### src/rtl/tlk2711_tx_sched_pkg.sv
// Shared word encodings and FSM state type for the TLK2711 transmit scheduler.
`default_nettype none

package tlk2711_pkg;

  localparam logic [7:0] K28_5   = 8'hBC;
  localparam logic [7:0] D5_6    = 8'hC5;
  localparam logic [7:0] D11_5   = 8'hAB;
  localparam logic [7:0] D21_5   = 8'hB5;
  localparam logic [7:0] HDR_TAG = 8'h5A;

  typedef enum logic [2:0] {
    OFF  = 3'd0,
    IDLE = 3'd1,
    SOF  = 3'd2,
    HDR  = 3'd3,
    DATA = 3'd4,
    EOF  = 3'd5
  } state_t;

endpackage

`default_nettype wire

### src/rtl/tlk2711_tx_sched_rr_arbiter.sv
// Combinational round-robin pick: first requester at or after ptr, wrapping modulo NUM_CH.
`default_nettype none

module rr_arbiter #(
  parameter int NUM_CH = 2
) (
  input  logic [NUM_CH-1:0] req,
  input  logic [2:0]        ptr,
  output logic [2:0]        grant,
  output logic              any_req
);

  logic [3:0] idx;

  always_comb begin
    grant   = 3'd0;
    any_req = 1'b0;
    idx     = 4'd0;
    for (int i = 0; i < NUM_CH; i++) begin
      idx = {1'b0, ptr} + 4'(i);
      if (idx >= 4'(NUM_CH)) idx = idx - 4'(NUM_CH);
      for (int k = 0; k < NUM_CH; k++) begin
        if (!any_req && (idx == 4'(k)) && req[k]) begin
          any_req = 1'b1;
          grant   = 3'(k);
        end
      end
    end
  end

endmodule

`default_nettype wire

### src/rtl/tlk2711_tx_sched.sv
// Frame scheduler sharing one TLK2711 TX link between NUM_CH sources, round-robin per frame.
`default_nettype none

module tlk2711_tx_sched
  import tlk2711_pkg::*;
#(
  parameter int NUM_CH   = 2,
  parameter int MIN_IDLE = 2,
  parameter int MAX_LEN  = 256
) (
  input  logic                 tx_clk,
  input  logic                 rst_n,
  input  logic                 i_link_en,
  input  logic [NUM_CH-1:0]    i_valid,
  input  logic [16*NUM_CH-1:0] i_data,
  input  logic [NUM_CH-1:0]    i_last,
  output logic [NUM_CH-1:0]    o_ready,
  output logic [15:0]          o_txd,
  output logic                 o_tkmsb,
  output logic                 o_tklsb,
  output logic                 o_enable,
  output logic                 o_busy,
  output logic [2:0]           o_grant_id
);

  localparam int IDLE_W = $clog2(MIN_IDLE + 1);
  localparam int WORD_W = $clog2(MAX_LEN + 1);

  localparam logic [15:0] COMMA_WORD = {K28_5, D5_6};
  localparam logic [15:0] SOF_WORD   = {K28_5, D11_5};
  localparam logic [15:0] EOF_WORD   = {K28_5, D21_5};

  state_t              state, state_nxt;
  logic [IDLE_W-1:0]   idle_cnt, idle_cnt_nxt;
  logic [WORD_W-1:0]   word_cnt, word_cnt_nxt;
  logic [2:0]          rr_ptr, rr_ptr_nxt, grant_nxt, ptr_after;
  logic [15:0]         txd_nxt;
  logic                tkmsb_nxt, tklsb_nxt, enable_nxt, busy_nxt;
  logic [2:0]          arb_grant;
  logic                arb_any;
  logic                sel_valid, sel_last;
  logic [15:0]         sel_data;

  rr_arbiter #(.NUM_CH(NUM_CH)) u_arb (
    .req     (i_valid),
    .ptr     (rr_ptr),
    .grant   (arb_grant),
    .any_req (arb_any)
  );

  // Only the granted channel is looked at while a frame is open.
  always_comb begin
    sel_valid = 1'b0;
    sel_last  = 1'b0;
    sel_data  = 16'd0;
    o_ready   = '0;
    for (int k = 0; k < NUM_CH; k++) begin
      if (o_grant_id == 3'(k)) begin
        sel_valid  = i_valid[k];
        sel_last   = i_last[k];
        sel_data   = i_data[16*k +: 16];
        o_ready[k] = (state == DATA) && i_link_en;
      end
    end
  end

  assign ptr_after = (o_grant_id >= 3'(NUM_CH - 1)) ? 3'd0 : o_grant_id + 3'd1;

  always_comb begin
    state_nxt    = state;
    idle_cnt_nxt = idle_cnt;
    word_cnt_nxt = word_cnt;
    rr_ptr_nxt   = rr_ptr;
    grant_nxt    = o_grant_id;
    txd_nxt      = COMMA_WORD;
    tkmsb_nxt    = 1'b1;
    tklsb_nxt    = 1'b0;
    enable_nxt   = 1'b1;
    busy_nxt     = 1'b0;
    case (state)
      OFF: begin
        enable_nxt   = 1'b0;
        idle_cnt_nxt = '0;
        if (i_link_en) state_nxt = IDLE;
      end
      IDLE: begin
        if (idle_cnt < IDLE_W'(MIN_IDLE)) idle_cnt_nxt = idle_cnt + 1'b1;
        if (!i_link_en) begin
          state_nxt = OFF;
        end else if ((idle_cnt >= IDLE_W'(MIN_IDLE)) && arb_any) begin
          grant_nxt = arb_grant;
          state_nxt = SOF;
        end
      end
      SOF, HDR, DATA: begin
        busy_nxt = 1'b1;
        if (!i_link_en) begin
          // Link dropped mid-frame: close the frame right away, then power down.
          txd_nxt      = EOF_WORD;
          rr_ptr_nxt   = ptr_after;
          idle_cnt_nxt = '0;
          state_nxt    = OFF;
        end else if (state == SOF) begin
          txd_nxt   = SOF_WORD;
          state_nxt = HDR;
        end else if (state == HDR) begin
          txd_nxt      = {HDR_TAG, 5'd0, o_grant_id};
          tkmsb_nxt    = 1'b0;
          word_cnt_nxt = '0;
          state_nxt    = DATA;
        end else if (sel_valid) begin
          txd_nxt      = sel_data;
          tkmsb_nxt    = 1'b0;
          word_cnt_nxt = word_cnt + 1'b1;
          if (sel_last || (word_cnt == WORD_W'(MAX_LEN - 1))) state_nxt = EOF;
        end
      end
      EOF: begin
        busy_nxt     = 1'b1;
        txd_nxt      = EOF_WORD;
        rr_ptr_nxt   = ptr_after;
        idle_cnt_nxt = '0;
        state_nxt    = i_link_en ? IDLE : OFF;
      end
      default: state_nxt = OFF;
    endcase
  end

  always_ff @(posedge tx_clk or negedge rst_n) begin
    if (!rst_n) begin
      state      <= OFF;
      idle_cnt   <= '0;
      word_cnt   <= '0;
      rr_ptr     <= 3'd0;
      o_grant_id <= 3'd0;
      o_txd      <= 16'd0;
      o_tkmsb    <= 1'b0;
      o_tklsb    <= 1'b0;
      o_enable   <= 1'b0;
      o_busy     <= 1'b0;
    end else begin
      state      <= state_nxt;
      idle_cnt   <= idle_cnt_nxt;
      word_cnt   <= word_cnt_nxt;
      rr_ptr     <= rr_ptr_nxt;
      o_grant_id <= grant_nxt;
      o_txd      <= txd_nxt;
      o_tkmsb    <= tkmsb_nxt;
      o_tklsb    <= tklsb_nxt;
      o_enable   <= enable_nxt;
      o_busy     <= busy_nxt;
    end
  end

endmodule

`default_nettype wire

### config.mk
export PLATFORM = sky130hd
export DESIGN_NAME = tlk2711_tx_sched
export DESIGN_NICKNAME = d
export VERILOG_FILES = /design/src/rtl/tlk2711_tx_sched_pkg.sv /design/src/rtl/tlk2711_tx_sched_rr_arbiter.sv /design/src/rtl/tlk2711_tx_sched.sv
export SDC_FILE = /design/constraint.sdc
export NUM_CORES = 1
export LEC_CHECK = 0
export CORE_MARGIN = 1.5
export CORE_UTILIZATION = 39
export DETAILED_ROUTE_END_ITERATION = 16
export PLACE_DENSITY = 0.72
export SYNTH_ARGS = -nofsm -noshare
export SYNTH_HDL_FRONTEND = slang
export SYNTH_SLANG_ARGS = --single-unit
### constraint.sdc
create_clock -name tx_clk -period 2.8 [get_ports tx_clk]
set_clock_uncertainty 0.05 [all_clocks]
set_input_delay 0.56 -clock tx_clk [delete_from_list [all_inputs] [get_ports tx_clk]]
set_output_delay 0.56 -clock tx_clk [all_outputs]
set_load 0.005 [all_outputs]
After elaboration in Yosys (flattened, before gate mapping)
Index checks and enable logic that the tools add are counted.
W data, S select, Z words.
Operators by class
  reductions and logical operators: 28
  add/sub/neg operators: 6
  mux-type cells: 47
  shifts and indexed selects: 0
  eq/ne operators: 15
  $lt $le $gt $ge: 5
  $mul: 0
  div/mod/pow operators: 0
  bitwise logic cells: 1
Operators by type and width (count)
  $mux W16: 6
  $pmux W16 S2: 1
  $mux W3: 10
  $mux W1: 21
  $mux W9: 2
  $pmux W3 S4: 1
  $ne A5 B5 Y1 const B: 2
  $add A9 B1 Y9 const B: 1
  $eq A9 B8 Y1 const B: 1
  $logic_and A1 B1 Y1: 9
  $eq A4 B1 Y1 const B: 2
  $logic_not A4 Y1: 2
  $mux W4: 2
  $reduce_and A4 Y1: 2
  $eq A3 B1 Y1 const B: 2
  $eq A3 B2 Y1 const B: 2
  $eq A3 B3 Y1 const B: 2
  $logic_not A3 Y1: 2
  $ne A2 B2 Y1 const B: 3
  $pmux W2 S3: 1
  $pmux W3 S2: 1
  $reduce_and A3 Y1: 2
  $add A3 B1 Y4 const B: 1
  $ge A4 B2 Y1 const B: 1
  19 further kinds: 23
Word-level totals
  memory bits (read-only): 0
  output and inout port bits: 25
  bits in writable memories: 0
  flip-flop bits (word level): 39
  memories kept: 0
  bits in latches: 0

Logic depth before layout (Yosys ltp)
  depth after elaboration: 21
  mapped depth: 8
  gate-level depth less buffers: 7

By module
From an unflattened synthesis, not the netlist that was laid out.
Second synthesis, totals
  cells, all modules: 213
  area total of the unflattened synthesis: 2152.1 um^2
Modules (own cells, without submodules)
  tlk2711_tx_sched: area an instance 2015.7 um^2, cells an instance 194, times used 1
  rr_arbiter: area an instance 136.4 um^2, cells an instance 19, times used 1

Worst setup path before layout
OpenSTA, ideal clock, no wires.
  path kind: input-to-output
  from: in i_link_en
  to: out o_ready[0]
  data required time: 2190 ps
  arrival time: 1333 ps
  stages: 4
  setup slack: 857 ps
  cell sequence: buf_4 -> or2b_1 -> or2_2 -> nor2_1
On the way
  longest elaborated chain between the ends: 2
Ends and longest elaborated chain
  from (decl): line tlk2711_tx_sched.sv:13  | input logic i_link_en,
  $logic_and A1 B1 Y1: line tlk2711_tx_sched.sv:62  | o_ready[k] = (state == DATA) && i_link_en;
  $mux W1: line tlk2711_tx_sched.sv:58  | if (o_grant_id == 3'(k)) begin
  to (decl): line tlk2711_tx_sched.sv:17  | output logic [NUM_CH-1:0] o_ready,
Every way passes these cells.

Final worst setup path
  from: reg state[1]
  to: out o_ready[1]
On the way
  longest elaborated chain between the ends: 3
Ends and longest elaborated chain
  from (decl): line tlk2711_tx_sched.sv:33  | state_t state, state_nxt;
  from (signal assigned): line tlk2711_tx_sched.sv:142  | state <= state_nxt;
  $eq A3 B3 Y1: line tlk2711_tx_sched.sv:62
  $logic_and A1 B1 Y1: line tlk2711_tx_sched.sv:62
  $mux W1: line tlk2711_tx_sched.sv:58
Every way passes these cells.

==> flow_summary.yaml <==
critical_path:
  rrSetupSlack_ns: 0.93
  path_cells: "nand2b_1 -> or2_2 -> nor2_1 -> clkdlybuf4s50_1"
  worstSetupStartpointType: "flip-flop"
  critPathBufInv: 1
  cp.arrival_ns: 2.05
  crit_required_ns: 2.19
  slowest_stage: "dfrtp_1"
  r2r-end: "word_cnt[6]"
  reg2reg_depth: 6
  reg2reg_from: "o_grant_id[0]"
  crit_fanout: 13
  cp-end-kind: "primary output"
  cp_top_family: "simple AND/OR/NAND/NOR gates"
  max_stage_delay_ns: 0.51
  critPathKind: "flip-flop to primary output"
power_and_ir_drop:
  ir_worst_vdd_mv: 0.597
  cellPowerDensity_nw_per_um2: 596
  pwr-share-comb_pct: 34.3
  p_switching_mw: 0.470
  leakage_nw: 1.10
  clockPowerShare_pct: 26.2
  seqPwrFrac_pct: 39.4
  p_int_mw: 1.06
  finalPower_mw: 1.53
  swShare_pct: 30.7
clocking:
  cts_tree: "yes"
  clk_pin_slew_ns: 0.07
  cts.htree.levels: 2
  cts-hold-fix-buffers: 0
  cts-root-buf: "clkbuf_8"
  cts_resized: 1
  cts_buffers: 5
  clock_sinks: 35
  postCtsSetupBuffers: 0
  cts_buffer_depth: 2
  clk_latency_ns: 0.28
floorplanning:
  pin_count: 64
  start_util_pct: 41.0
  core_area_um2: 4410
  die_width_um: 71.2
  num_rows: 24
  fp.dieArea_um2: 5060
  die_height_um: 71.2
hold_path:
  hold_class: "flip-flop to flip-flop"
  min_to: "word_cnt[8]"
  whs_path_depth: 2
  min-delay-start: "word_cnt[8]"
yosys:
  yosys_register_bits: 35
  netlist_area_um2: 1810
  ys_top_cells_by_count: "dfrtp_1, a21oi_1, mux2i_1"
  synth_top_area_share_pct: 48.3
  avgSynthCellArea_um2: 10.2
  ys_types: 46
  yosysMostFrequentCell: "dfrtp_1"
  ys_seq_area_share_pct: 48.3
  post-synth-top-area-cell: "dfrtp_1"
  synthArstFlopShare_pct: 100
  synthCells: 177
  synth-edff-count: 0
  synth_area_leaders: "dfrtp_1, mux2i_1, a21oi_1, nand3_1, ha_1"
  yosys_most_used_dff: "dfrtp_1"
  ys_warn_count: 0
global_routing:
  grt_pass1_vias: 1521
  grt_overflow: 0
  grt_max_degree: 36
  antenna_found_initial: 0
  grt_pass1_wl_um: 7330
  grt_use_total_pct: 19.0
drt:
  vias: 1541
  detail_route.vias_per_cell: 5.22
  drtIter0Drc: 113
  first_pass_iters: 4
  wl_um: 4380
  ant_nets: 0
  drc_errors: 0
  wl_per_cell_um: 14.8
timing:
  period_needed_ns: 2.66
  fmaxAchievable_mhz: 375
  hold_viol: 0
  setup_viol: 0
  rsz0062_at_grt: "false"
  drv_slew: 0
  period_share_pct: 95.1
job:
  maxCapViolations: 0
cells_and_area:
  fin_cells: 295
  final_nets: 284
  area_growth_pct: 41.8
  antenna_cells: 0
  fill_cells: 416
  final_layout_size_suffix_gt1_share_pct: 10.3
place:
  dp_hpwl_um: 3260
  placedCellCount: 287
  gp_congestion: 0.935
  portBuffers: 60
status:
  outcome: "completed"
## final cells by class
type | instances | area [µm²] | area share, %
Clock buffer | 8 | 100 | 3.90
Inverter | 9 | 33.8 | 1.32
Multi-Input combinational cell | 122 | 827 | 32.2
Sequential cell | 35 | 876 | 34.1
Tap cell | 52 | 65.1 | 2.53
Timing Repair Buffer | 69 | 667 | 26.0
## through the flow
stage / setup TNS (ns) / utilization, % / setup WS [ns] / instance area [µm²] / hold WS (ns)
after floorplan: 0 / - / 0.857 / 1820 / 0.214
after global placement: -0.0412 / 56.0 / -0.0216 / 2470 / 0.414
after detailed placement: -0.0381 / 56.0 / -0.0234 / 2470 / 0.429
after CTS: 0 / 58.2 / 0.151 / 2570 / 0.445
after global routing: 0 / 58.2 / 0.0312 / 2570 / 0.481
final: 0 / 58.2 / 0.137 / 2570 / 0.444
## worst max path at each step
stage               from          to  depth (start not counted)
5_1_grt         state[1]  o_ready[0]                          4
2_1_floorplan  i_link_en  o_ready[0]                          4
3_3_place_gp   i_link_en  o_ready[1]                          5
4_1_cts         state[1]  o_ready[1]                          4
3_5_place_dp   i_link_en  o_ready[1]                          5
6_report        state[1]  o_ready[1]                          4
## routing by layer
layer / global-route usage (%) / routed length (µm) / up-vias
met3: 5.13 / 271 / 9
met4: 7.97 / 84 / 0
met1: 24.7 / 1930 / 722
met2: 29.8 / 2100 / 49
li1: - / - / 761
met5: 0 / 0 / -
## cell families (layout without fill, tap and decap cells)
group / after synthesis / in the layout / synth area share (%)
AO/OA/AOI/OAI: 45 / 45 / 16.9
XOR/XNOR: 1 / 1 / 0.484
adder cells (fa/ha/maj): 3 / 3 / 2.07
buffers and inverters: 22 / 86 / 6.42
flip-flops: 35 / 35 / 48.3
multiplexers: 15 / 15 / 8.77
other: 1 / 3 / 0.207
AND/OR/NAND/NOR: 55 / 55 / 16.9
## power by group through the flow
stage | Sequential, mW | Combinational (mW) | Clock (mW)
final | 0.604 | 0.525 | 0.401
after global placement | 0.610 | 0.526 | 0
after CTS | 0.603 | 0.531 | 0.411
after global routing | 0.612 | 0.578 | 0.440
after detailed placement | 0.612 | 0.528 | 0
after floorplan | 0.611 | 0.320 | 0
## worst register-to-register path, cell delays in order, from the launching register on
cell,delay [ns]
dfrtp_1,0.35
buf_4,0.30
mux2_4,0.40
o22ai_4,0.25
buf_4,0.24
o21ai_0,0.10
a21oi_1,0.11
## flip-flops by register name, indices dropped and copies added, names as in the netlist
signal	count
o_tkmsb	1
state	3
o_txd	16
o_enable	1
word_cnt	9
o_busy	1
rr_ptr	1
o_grant_id	1
idle_cnt	2
## cell usage in the layout (no fill, tap or decap), types with 2 or more instances in the layout
cell type,n
o221ai_1,2
nand2b_1,3
mux2i_1,11
or2_2,2
mux2_2,3
nand3_1,9
conb_1,3
clkbuf_8,7
dfrtp_1,35
clkdlybuf4s50_1,59
ha_1,3
o31ai_1,3
o22ai_1,6
a21oi_1,12
o21ai_0,7
or4_1,2
nor2_1,9
nand2_1,10
or3_1,5
inv_1,9
nor3b_1,3
and2_1,2
nor2b_1,2
a31oi_1,2
o21bai_1,4
buf_4,9
and3_1,2
Note: power is estimated with default switching activity, not from simulation.
